## config.mk

```make
export PLATFORM = sky130hd
export DESIGN_NAME = nes_dma_ctrl
export DESIGN_NICKNAME = d
export VERILOG_FILES = /design/src/rtl/nes_dma_pkg.sv /design/src/rtl/nes_dma_ctrl.sv
export SDC_FILE = /design/constraint.sdc
export NUM_CORES = 1
export LEC_CHECK = 0
export ABC_AREA = 0
export ABC_CLOCK_PERIOD_IN_PS = 2100
export CORE_AREA = 2 2 54 107
export DETAILED_ROUTE_END_ITERATION = 7
export DIE_AREA = 0 0 56 109
export PLACE_DENSITY = 0.81
export SYNTH_ARGS = -nofsm -noshare
export SYNTH_HDL_FRONTEND = slang
export SYNTH_SLANG_ARGS = --single-unit
```

## constraint.sdc

```tcl
create_clock -name clk -period 2.1 [get_ports clk]
set_input_delay 0.525 -clock clk [delete_from_list [all_inputs] [get_ports clk]]
set_output_delay 0.525 -clock clk [all_outputs]
set_load 0.005 [all_outputs]
```

## src/rtl/nes_dma_pkg.sv

```systemverilog
// nes_dma_pkg: state encoding, default register addresses and bus-phase constants for nes_dma_ctrl
//   dma_state_t       : controller states (IDLE, ALIGN, OAM_RD, OAM_WR, DMC_RD)
//   DEF_OAM_TRIG_ADDR : CPU write address that starts sprite DMA
//   DEF_OAM_DATA_ADDR : PPU OAM data port written by every sprite DMA put cycle
//   PHASE_GET/PUT     : values of the cycle-parity flop for read and write cycles
package nes_dma_pkg;

    typedef enum logic [2:0] {
        IDLE,
        ALIGN,
        OAM_RD,
        OAM_WR,
        DMC_RD
    } dma_state_t;

    localparam logic [15:0] DEF_OAM_TRIG_ADDR = 16'h4014;
    localparam logic [15:0] DEF_OAM_DATA_ADDR = 16'h2004;

    localparam logic PHASE_GET = 1'b0;
    localparam logic PHASE_PUT = 1'b1;

endpackage

```

## src/rtl/nes_dma_ctrl.sv

```systemverilog
// nes_dma_ctrl: bus master shared by the 6502 core, sprite (OAM) DMA and DMC sample fetches
//   clk, b_rst                     : clock (one CPU cycle per edge), async active-low reset
//   cpu_addr_in/wdata_in/ren/wen   : core bus request
//   cpu_rdy                        : core ready; low stalls the core's read cycle
//   bus_addr/wdata/ren/wen, rdata  : system bus; read data valid in the cycle of bus_ren
//   dmc_req, dmc_addr              : level request for one DMC byte and its address
//   dmc_ack, dmc_data              : one-cycle pulse with the fetched DMC byte
//   busy                           : controller owns the bus
module nes_dma_ctrl
    import nes_dma_pkg::*;
#(
    parameter logic [15:0] OAM_TRIG_ADDR = DEF_OAM_TRIG_ADDR,
    parameter logic [15:0] OAM_DATA_ADDR = DEF_OAM_DATA_ADDR
) (
    input  logic        clk,
    input  logic        b_rst,
    input  logic [15:0] cpu_addr_in,
    input  logic [7:0]  cpu_wdata_in,
    input  logic        cpu_ren,
    input  logic        cpu_wen,
    output logic        cpu_rdy,
    output logic [15:0] bus_addr,
    output logic [7:0]  bus_wdata,
    output logic        bus_ren,
    output logic        bus_wen,
    input  logic [7:0]  bus_rdata,
    input  logic        dmc_req,
    input  logic [15:0] dmc_addr,
    output logic        dmc_ack,
    output logic [7:0]  dmc_data,
    output logic        busy
);

    dma_state_t state;
    dma_state_t arb;
    logic       phase;
    logic [7:0] page;
    logic [7:0] idx;
    logic [7:0] oam_byte;
    logic       oam_pend;
    logic       dmc_pend;
    logic       trig;
    logic       halt;
    logic       oam_more;

    always_comb begin
        // the request level is still high while its ack is out; do not fetch twice
        dmc_pend  = dmc_req && !dmc_ack;
        trig      = state == IDLE && cpu_wen && cpu_addr_in == OAM_TRIG_ADDR;
        // only read cycles can be stalled through rdy, so writes always pass
        halt      = state == IDLE && cpu_ren && (oam_pend || dmc_pend);
        // the last OAM write clears oam_pend on this edge, so look ahead
        oam_more  = oam_pend && !(state == OAM_WR && idx == 8'hFF);
        arb       = dmc_pend ? DMC_RD : oam_more ? OAM_RD : IDLE;
        cpu_rdy   = state == IDLE && !halt;
        busy      = state != IDLE;
        bus_addr  = state == DMC_RD ? dmc_addr :
                    state == OAM_RD ? {page, idx} :
                    state == OAM_WR ? OAM_DATA_ADDR : cpu_addr_in;
        bus_wdata = state == OAM_WR ? oam_byte : cpu_wdata_in;
        bus_ren   = state == IDLE ? cpu_ren : (state == DMC_RD || state == OAM_RD);
        bus_wen   = state == IDLE ? cpu_wen : state == OAM_WR;
    end

    always_ff @(posedge clk or negedge b_rst) begin
        if (!b_rst) begin
            state    <= IDLE;
            phase    <= PHASE_GET;
            page     <= 8'h00;
            idx      <= 8'h00;
            oam_byte <= 8'h00;
            oam_pend <= 1'b0;
            dmc_ack  <= 1'b0;
            dmc_data <= 8'h00;
        end else begin
            phase   <= ~phase;
            dmc_ack <= state == DMC_RD;
            // a halt on a get cycle must burn one put cycle so reads land on get cycles
            case (state)
                IDLE:    if (halt) state <= (phase == PHASE_PUT) ? (dmc_pend ? DMC_RD : OAM_RD) : ALIGN;
                ALIGN:   state <= arb;
                OAM_RD:  state <= OAM_WR;
                OAM_WR:  state <= arb;
                DMC_RD:  state <= oam_pend ? ALIGN : IDLE;
                default: state <= IDLE;
            endcase
            if (trig) begin
                page     <= cpu_wdata_in;
                idx      <= 8'h00;
                oam_pend <= 1'b1;
            end
            if (state == DMC_RD)
                dmc_data <= bus_rdata;
            if (state == OAM_RD)
                oam_byte <= bus_rdata;
            if (state == OAM_WR) begin
                idx <= idx + 8'd1;
                if (idx == 8'hFF)
                    oam_pend <= 1'b0;
            end
        end
    end

endmodule

```

=== Word level (Yosys, flattened, before mapping) ===
Index checks and enable logic that the tools add are counted.
W data, S select, Z words.

* Eq/ne operators: 7
* Add/sub/neg operators: 1
* Reduce and logical (&&, ||, !) cells: 17
* Shift-type cells: 0
* Bitwise gates (word level): 1
* Mux-type cells: 18
* Div/mod/pow operators: 0
* Multiply operators: 0
* $lt $le $gt $ge: 0

{| class="wikitable"
|+ Operator list
! cell !! number
|-
| $mux W16 || 3
|-
| $mux W8 || 3
|-
| $eq A16 B15 Y1 const B || 1
|-
| $mux W3 || 4
|-
| $pmux W3 S4 || 1
|-
| $add A8 B1 Y8 const B || 1
|-
| $eq A8 B8 Y1 const B || 1
|-
| $logic_and A1 B1 Y1 || 8
|-
| $eq A3 B2 Y1 const B || 2
|-
| $mux W1 || 6
|-
| $eq A3 B1 Y1 const B || 1
|-
| $eq A3 B3 Y1 const B || 1
|-
| $logic_not A1 Y1 || 3
|-
| $logic_not A3 Y1 || 1
|-
| $reduce_bool A3 Y1 || 1
|-
| $logic_or A1 B1 Y1 || 2
|-
| $mux W2 || 1
|-
| $ne A2 B2 Y1 const B || 1
|-
| $reduce_bool A2 Y1 || 1
|-
| $reduce_or A2 Y1 || 1
|-
| $not A1 Y1 || 1
|}

* ROM bits: 0
* Output and inout bits: 37
* Latch bits: 0
* Logic and storage cells: 52
* RAM bits: 0
* Flip-flop bits (word level): 38
* Memories: 0
* Bits of input ports: 53

=== Logic depth before layout (Yosys ltp) ===
Gate-level depths: netlist of the first run.

* Word-level depth: 7
* Depth in mapped cells: 6
* Gate-level depth less buffers: 5

=== Worst setup path before layout of the first run ===
OpenSTA, ideal clock, no wires.

* Path type: input-to-reg
* Start point: input port cpu_addr_in[10]
* End point: register page[4]
* Arrival: 1.594 ns
* Stages on the path: 5
* Slack: 0.381 ns
* Setup time: 0.125 ns
* Buffers on the path: 1
* Cell sequence: nor4_2 -> nand4_2 -> nor2_4 -> buf_6 -> mux2_4

* Word-level cells in the longest chain between the ends: 2

{| class="wikitable"
|+ RTL lines
! item !! line !! RTL
|-
| from (decl) || nes_dma_ctrl.sv:17 || <nowiki>input logic [15:0] cpu_addr_in,</nowiki>
|-
| $eq A16 B15 Y1 || nes_dma_ctrl.sv:49 || <nowiki>trig = state == IDLE && cpu_wen && cpu_addr_in == OAM_TRIG_ADDR;</nowiki>
|-
| $logic_and A1 B1 Y1 || nes_dma_ctrl.sv:49 ||
|-
| to (signal assigned) || nes_dma_ctrl.sv:88 || <nowiki>page <= cpu_wdata_in;</nowiki>
|-
| to (decl) || nes_dma_ctrl.sv:37 || <nowiki>logic [7:0] page;</nowiki>
|}

No other way between the ends.
A chain may end at the register's enable or synchronous reset.

=== Final worst setup path of the first run ===
* Start point: register state[0]
* End point: output port bus_addr[4]

* Word-level cells in the longest chain between the ends: 4
* Elaborated cells on any way between the ends: 6

{| class="wikitable"
|+ RTL lines
! item !! line !! RTL
|-
| from (decl) || nes_dma_ctrl.sv:34 || <nowiki>dma_state_t state;</nowiki>
|-
| from (signal assigned) || nes_dma_ctrl.sv:80 || <nowiki>IDLE: if (halt) state <= (phase == PHASE_PUT) ? (dmc_pend ? DMC_RD : OAM_RD) : ALIGN;</nowiki>
|-
| from (signal assigned) || nes_dma_ctrl.sv:81 || <nowiki>ALIGN: state <= arb;</nowiki>
|-
| from (signal assigned) || nes_dma_ctrl.sv:83 || <nowiki>OAM_WR: state <= arb;</nowiki>
|-
| $eq A3 B2 Y1 || nes_dma_ctrl.sv:59 || <nowiki>state == OAM_WR ? OAM_DATA_ADDR : cpu_addr_in;</nowiki>
|-
| $mux W16 || nes_dma_ctrl.sv:59 ||
|-
| $mux W16 || nes_dma_ctrl.sv:58 || <nowiki>state == OAM_RD ? {page, idx} :</nowiki>
|-
| $mux W16 * || nes_dma_ctrl.sv:57 || <nowiki>bus_addr = state == DMC_RD ? dmc_addr :</nowiki>
|-
| to (decl) || nes_dma_ctrl.sv:22 || <nowiki>output logic [15:0] bus_addr,</nowiki>
|}

Mark *: on every way between the ends. The rest lies on a longest branch, timed or not.

==> flow_summary.toml, run 1 <==
[synthesis]
synth_nets = 294
synth.lib_cells_used.distinct = 46
postSynthRegisterBits = 38
synth-edff-count = 0
postSynth.asyncResetShare = 1.000
synth.largest_area_cell = "sky130_fd_sc_hd__dfrtp_1"
synthesis.area_per_instance_um2 = 9.384
synth_top_area_share = 0.4222
synth.area.top_cells = "sky130_fd_sc_hd__dfrtp_1 42%, sky130_fd_sc_hd__nand2_1 10%, sky130_fd_sc_hd__mux2_2 9.5%"
synth-warning-count = 0
synth-main-ff-cell = "sky130_fd_sc_hd__dfrtp_1"
synth_seq_area_share = 0.4222
postSynthCellCount = 240
synth.cell_area_um2 = 2252

[floorplan]
dieHeight_um = 109
die_area_um2 = 6104
rows = 38
design.core.area_um2 = 5325
floorplan.io_pins = 90
initial_core_util = 0.4229
chipWidth_um = 56

[placed_design]
place_worst_setup_slack_ps = -316.8
place.detailed.hpwl_um = 5095
io_buffer_count = 89
place_congestion = 0.8828
placed_cells = 403

[timing]
fin_skew_ps = 10.42
tightestPinTransition_ps = 491.9
timing_hold_violations_final = 0
max_slew_margin = 0.6720
clock.fmax_mhz = 441.4
setup-violations-final = 16
fin_hold_ws_ps = 263.1
rsz_0062_raised_after_global_routing = "true"
min_period_over_period = 1.079
period_needed_ps = 2265
fin_ws_ps = -165.4
timing_max_transition_violations_final = 0

[clock_tree]
cts.reportedPaths.clkPinSlew_ps = 90
cts_tree = "yes"
insertion_delay_to_the_later_sink_of_the_worst_skew_pair_ps = 300
clockRootBuffer = "sky130_fd_sc_hd__clkbuf_8"
ctsLongestPathBuffers = 2
holdBufCountCts = 0
clock_sinks = 38
cts_buf_count = 5
cts_max_level = 2

[hold_path]
worstHoldPathType = "in -> async"

[grt]
grt_max_degree = 39
grt_antenna_before_repair = 0
grt.total_usage = 0.2427
grt_overflow_total = 0
first_global_vias = 2476
first_pass_grt_wire_length_um = 11800

[pwr]
power.total_uw = 4237
clock_power_share = 0.179
comb_power_share = 0.530
power_density_nw_per_um2 = 1122
ir_drop_worst_case_vdd_mv = 0.8809
share_seq_of_total_power = 0.291
internal_power_uw = 2705
total_leakage_power_uw = 0.001681
p_sw_uw = 1532
netSwitchingFraction = 0.3616

[setup_path]
critPathRequiredTime_ps = 1570
critical-path-top-cell-by-count = "sky130_fd_sc_hd__buf_12"
worst_path_dominant_cell_family = "buffers and inverters"
critPathMaxStageDelay_ps = 430
path_cells = "buf_6 > buf_12 > nor2_4 > buf_12 > nand2_1 > a31oi_1 > buf_2"
critical_path_class = "reg -> out"
timing.critical_path.from_type = "flop"
crit_buf_inv = 4
path_max_fanout = 10
crit_arrival_ps = 1740
cpMaxStageDelayCell = "sky130_fd_sc_hd__dfrtp_2"
critPathCaptureType = "output port"

[layout]
fin_util = 0.7091
layout_cells_excl_fill = 425
layout_cell_share_with_drive_strength_beyond_1 = 0.3973
layout-area-overhead-vs-synth_pct = 67.67
final_net_count = 418
n_antenna_cell = 0

[routing]
total_wire_length_after_detailed_routing_um = 7902
drt.antenna.violating_nets = 0
dr.first_iter.drc_count = 106
drt_pre_antenna_iters = 5
wire_per_inst_um = 18.59
via_count = 2502
drc = 0
route.detailed.vias_per_inst = 5.887

[outcome]
failed_checks = "setup timing"
outcome = "finished with violations"

[flow_run]
drv_cap = 0
[per-layer routing]
metal / vias to the layer above / wire length (µm) / global-route usage
met5: - / 0 / 0
met4: 0 / 307 / 0.09014
met3: 26 / 540 / 0.04864
met2: 125 / 4206 / 0.4336
met1: 1222 / 2847 / 0.2829
li1: 1129 / - / -
[synth_stat cells (2+ instances only)]
master and number:
sky130_fd_sc_hd__a31oi_1 15, sky130_fd_sc_hd__nor2_4 2, sky130_fd_sc_hd__mux2_4 3, sky130_fd_sc_hd__nor2_1 5, sky130_fd_sc_hd__nor4_2 2, sky130_fd_sc_hd__o22ai_1 2, sky130_fd_sc_hd__nand2_1 60, sky130_fd_sc_hd__nor3_1 2
sky130_fd_sc_hd__nor2b_1 3, sky130_fd_sc_hd__mux2_2 19, sky130_fd_sc_hd__clkbuf_1 7, sky130_fd_sc_hd__a221oi_1 14, sky130_fd_sc_hd__nand2b_1 2, sky130_fd_sc_hd__nand3_1 5, sky130_fd_sc_hd__dfrtp_1 38, sky130_fd_sc_hd__o211ai_1 5
sky130_fd_sc_hd__or3_1 5, sky130_fd_sc_hd__nand3b_2 2, sky130_fd_sc_hd__a21oi_1 4, sky130_fd_sc_hd__buf_2 7, sky130_fd_sc_hd__o21ai_0 10, sky130_fd_sc_hd__nor2_2 2, sky130_fd_sc_hd__mux2_1 2, sky130_fd_sc_hd__o21a_1 2
[flip-flops by register name, summed over array words and instances, names as in the netlist]
register  cells
oam_byte      8
dmc_ack       1
dmc_data      8
idx           8
page          8
oam_pend      1
phase         1
state         3
[final timing paths]
| kind | slack (ps) | cells past startpoint | end | from |
|---|---|---|---|---|
| worst max-delay path | -170 | 7 | bus_addr[4] | state[0] |
| min in group clk | 500 | 1 | phase | phase |
| max in group asynchronous | 1470 | 2 | state[2] | b_rst |
| worst max register to register | 70 | 7 | dmc_data[4] | state[0] |
| worst min register to register | 500 | 1 | phase | phase |
| worst min-delay path | 260 | 2 | state[0] | b_rst |
[cells in the final DEF, fill, tap and decap left out, drive strengths merged, types with 3 or more instances in the layout]
cell,n
nand2,60
o21ai,11
nand3,5
buf,63
or3,5
a21oi,4
nor2b,3
o211ai,5
mux2,24
nand3b,3
a31oi,15
dfrtp,38
nor2,9
a221oi,14
clkbuf,15
clkdlybuf4s50,59
[what timing repair did]
| item | in CTS | in global routing |
|---|---|---|
| resized for setup | 128 | 26 |
| gates cloned | 1 | 3 |
| buffers inserted | 7 | 5 |
| pin swaps | 13 | 15 |
| setup endpoints to repair | 28 | 38 |
[kinds of logic after synthesis]
group | share of synthesized area
buffers and inverters | 0.04055
adder cells (fa/ha/maj) | 0.005555
AND/OR/NAND/NOR | 0.2283
AO/OA/AOI/OAI | 0.1744
multiplexers | 0.1250
XOR/XNOR | 0.003890
flip-flops | 0.4222
[area by class of cell]
type                            count  area [µm²]
Inverter                            2       10.01
Clock inverter                      3       68.82
Clock buffer                        5       68.82
Fill cell                         413        1549
Multi-Input combinational cell    184        1393
Timing Repair Buffer              133        1207
Sequential cell                    38       953.4
Tap cell                           60       75.07
[metrics by stage]
stage,instance area (µm²),TNS [ps]
after global placement,3425,-6547
after detailed placement,3425,-7138
after floorplan,2252,0
after CTS,3664,-1239
final,3776,-923.3
after global routing,3776,-2260
[power by group through the flow]
stage          sequential (µW)  clock [µW]  combinational, µW
4_1_cts                   1210         766               2080
2_1_floorplan             1170           0                925
3_5_place_dp              1220           0               1960
6_report                  1230         758               2250
5_1_grt                   1270         801               2410
3_3_place_gp              1210           0               1900
No activity file was read; power rests on OpenSTA's default activity.
==> run 2: changes to the inputs <==
GPL_ROUTABILITY_DRIVEN = 1   (was unset)
SKIP_LAST_GASP = 1   (was unset)
==> run 2 against run 1 <==
Against the previous run:
- the flow still finishes with violations (setup timing)
- global-route usage hardly changed
- total power is 0.83% higher
- non-clock buffer count is 3 higher
- register-to-register slack worse by 20 ps
- clock skew is 0.90 ps lower
- final area is 0.99% higher
- via count is 0.88% higher
- wire length is 0.27% higher
- largest cell class unchanged
- highest routed layer unchanged
==> flow_summary.toml, run 2 (synthesis gave the netlist of run 1 again) <==
[grt]
first_global_vias = 2472
grt_max_degree = 39
grt_overflow_total = 0
grt_antenna_before_repair = 0
grt.total_usage = 0.2432
first_pass_grt_wire_length_um = 11810

[pwr]
share_seq_of_total_power = 0.289
total_leakage_power_uw = 0.001694
netSwitchingFraction = 0.3622
ir_drop_worst_case_vdd_mv = 0.9467
comb_power_share = 0.533
p_sw_uw = 1548
internal_power_uw = 2725
power_density_nw_per_um2 = 1120
clock_power_share = 0.178

[hold_path]
worstHoldPathType = "in -> async"

[timing]
min_period_over_period = 1.086
timing_hold_violations_final = 0
fin_ws_ps = -179.6
fin_setup_tns_ps = -1008
fin_hold_ws_ps = 261.3
timing_max_transition_violations_final = 0
fin_skew_ps = 9.519
tightestPinTransition_ps = 495.1
max_slew_margin = 0.6700
clock.fmax_mhz = 438.7
rsz_0062_raised_after_global_routing = "true"
period_needed_ps = 2280
setup-violations-final = 18

[outcome]
outcome = "finished with violations"
failed_checks = "setup timing"

[floorplan]
dieHeight_um = 109
rows = 38
design.core.area_um2 = 5325
initial_core_util = 0.4229
chipWidth_um = 56
die_area_um2 = 6104
floorplan.io_pins = 90

[setup_path]
crit_buf_inv = 4
cpMaxStageDelayCell = "sky130_fd_sc_hd__dfrtp_2"
critPathRequiredTime_ps = 1570
critPathCaptureType = "output port"
critical_path_class = "reg -> out"
worst_path_dominant_cell_family = "buffers and inverters"
path_max_fanout = 10
path_cells = "buf_6 > buf_12 > nor2_4 > buf_12 > nand2_1 > a31oi_1 > buf_2"
critical-path-top-cell-by-count = "sky130_fd_sc_hd__buf_12"
timing.critical_path.from_type = "flop"
critPathMaxStageDelay_ps = 430
crit_arrival_ps = 1750

[routing]
via_count = 2524
total_wire_length_after_detailed_routing_um = 7923
drt.antenna.violating_nets = 0
drc = 0
dr.first_iter.drc_count = 96
drt_pre_antenna_iters = 4
wire_per_inst_um = 18.51
route.detailed.vias_per_inst = 5.897

[clock_tree]
ctsLongestPathBuffers = 2
insertion_delay_to_the_later_sink_of_the_worst_skew_pair_ps = 300
cts.reportedPaths.clkPinSlew_ps = 90
cts_max_level = 2
clockRootBuffer = "sky130_fd_sc_hd__clkbuf_8"
cts_tree = "yes"
clock_sinks = 38
cts_buf_count = 5

[layout]
fin_util = 0.7162
final_common_cell = "sky130_fd_sc_hd__clkdlybuf4s50_1"
n_antenna_cell = 0
final_net_count = 421
final.fill_count = 398
most_frequent_cells_in_the_layout = "59 x sky130_fd_sc_hd__clkdlybuf4s50_1, 54 x sky130_fd_sc_hd__nand2_1, 36 x sky130_fd_sc_hd__dfrtp_1"
layout-area-overhead-vs-synth_pct = 69.33
layout_cell_share_with_drive_strength_beyond_1 = 0.4049

[placed_design]
place_congestion = 0.8828
io_buffer_count = 89
place.detailed.hpwl_um = 5095

[flow_run]
drv_cap = 0
[run 2: per-stage QoR]
stage               worst slack, ps  std cells  total power [µW]  instance area (µm²)
floorplan                     381.1        240              2094                 2252
global placement             -275.3        403              3106                 3425
detailed placement           -316.8        403              3178                 3425
CTS                          -101.7        418              4047                 3660
global route                 -228.1        428              4505                 3814
finish                       -179.6        428              4273                 3814
[run 2: worst paths after layout]
path	end	slack, ps	cells past startpoint	start
setup / recovery	bus_addr[4]	-180	7	state[0]
hold / removal	state[0]	260	2	b_rst
hold reg to reg	dmc_data[1]	500	1	dmc_data[1]
min in group clk	dmc_data[1]	500	1	dmc_data[1]
setup reg to reg	dmc_data[4]	50	7	state[0]
max in group asynchronous	state[2]	1470	2	b_rst
[run 2: metal layers]
layer / part of all wire / up-vias / track usage
li1: - / 1136 / -
met2: 0.52 / 127 / 0.4353
met1: 0.37 / 1229 / 0.2821
met5: 0 / - / 0
met4: 0.046 / 0 / 0.09014
met3: 0.064 / 32 / 0.04982
[run 2: timing repair]
action	in CTS	in global routing
resized for setup	114	38
buffers inserted	7	8
hold buffers	0	0
pin swaps	10	19
setup endpoints to repair	28	39
cloned	1	3
[run 2: final cells by class]
| class | count | area (µm²) | area share |
|---|---|---|---|
| well taps | 60 | 75.07 | 0.01969 |
| clock buffers | 5 | 68.82 | 0.01804 |
| repair buffers | 136 | 1236 | 0.3241 |
| multi-input cells | 184 | 1401 | 0.3675 |
| flip-flops and latches | 38 | 953.4 | 0.2500 |
| clock inverters | 3 | 68.82 | 0.01804 |
| inverters | 2 | 10.01 | 0.002625 |
[run 2: power by group through the flow]
stage	registers [µW]	logic, µW	clock network [µW]
4_1_cts	1210	2070	766
6_report	1240	2280	759
3_3_place_gp	1210	1900	0
5_1_grt	1270	2440	798
3_5_place_dp	1220	1960	0
2_1_floorplan	1170	925	0
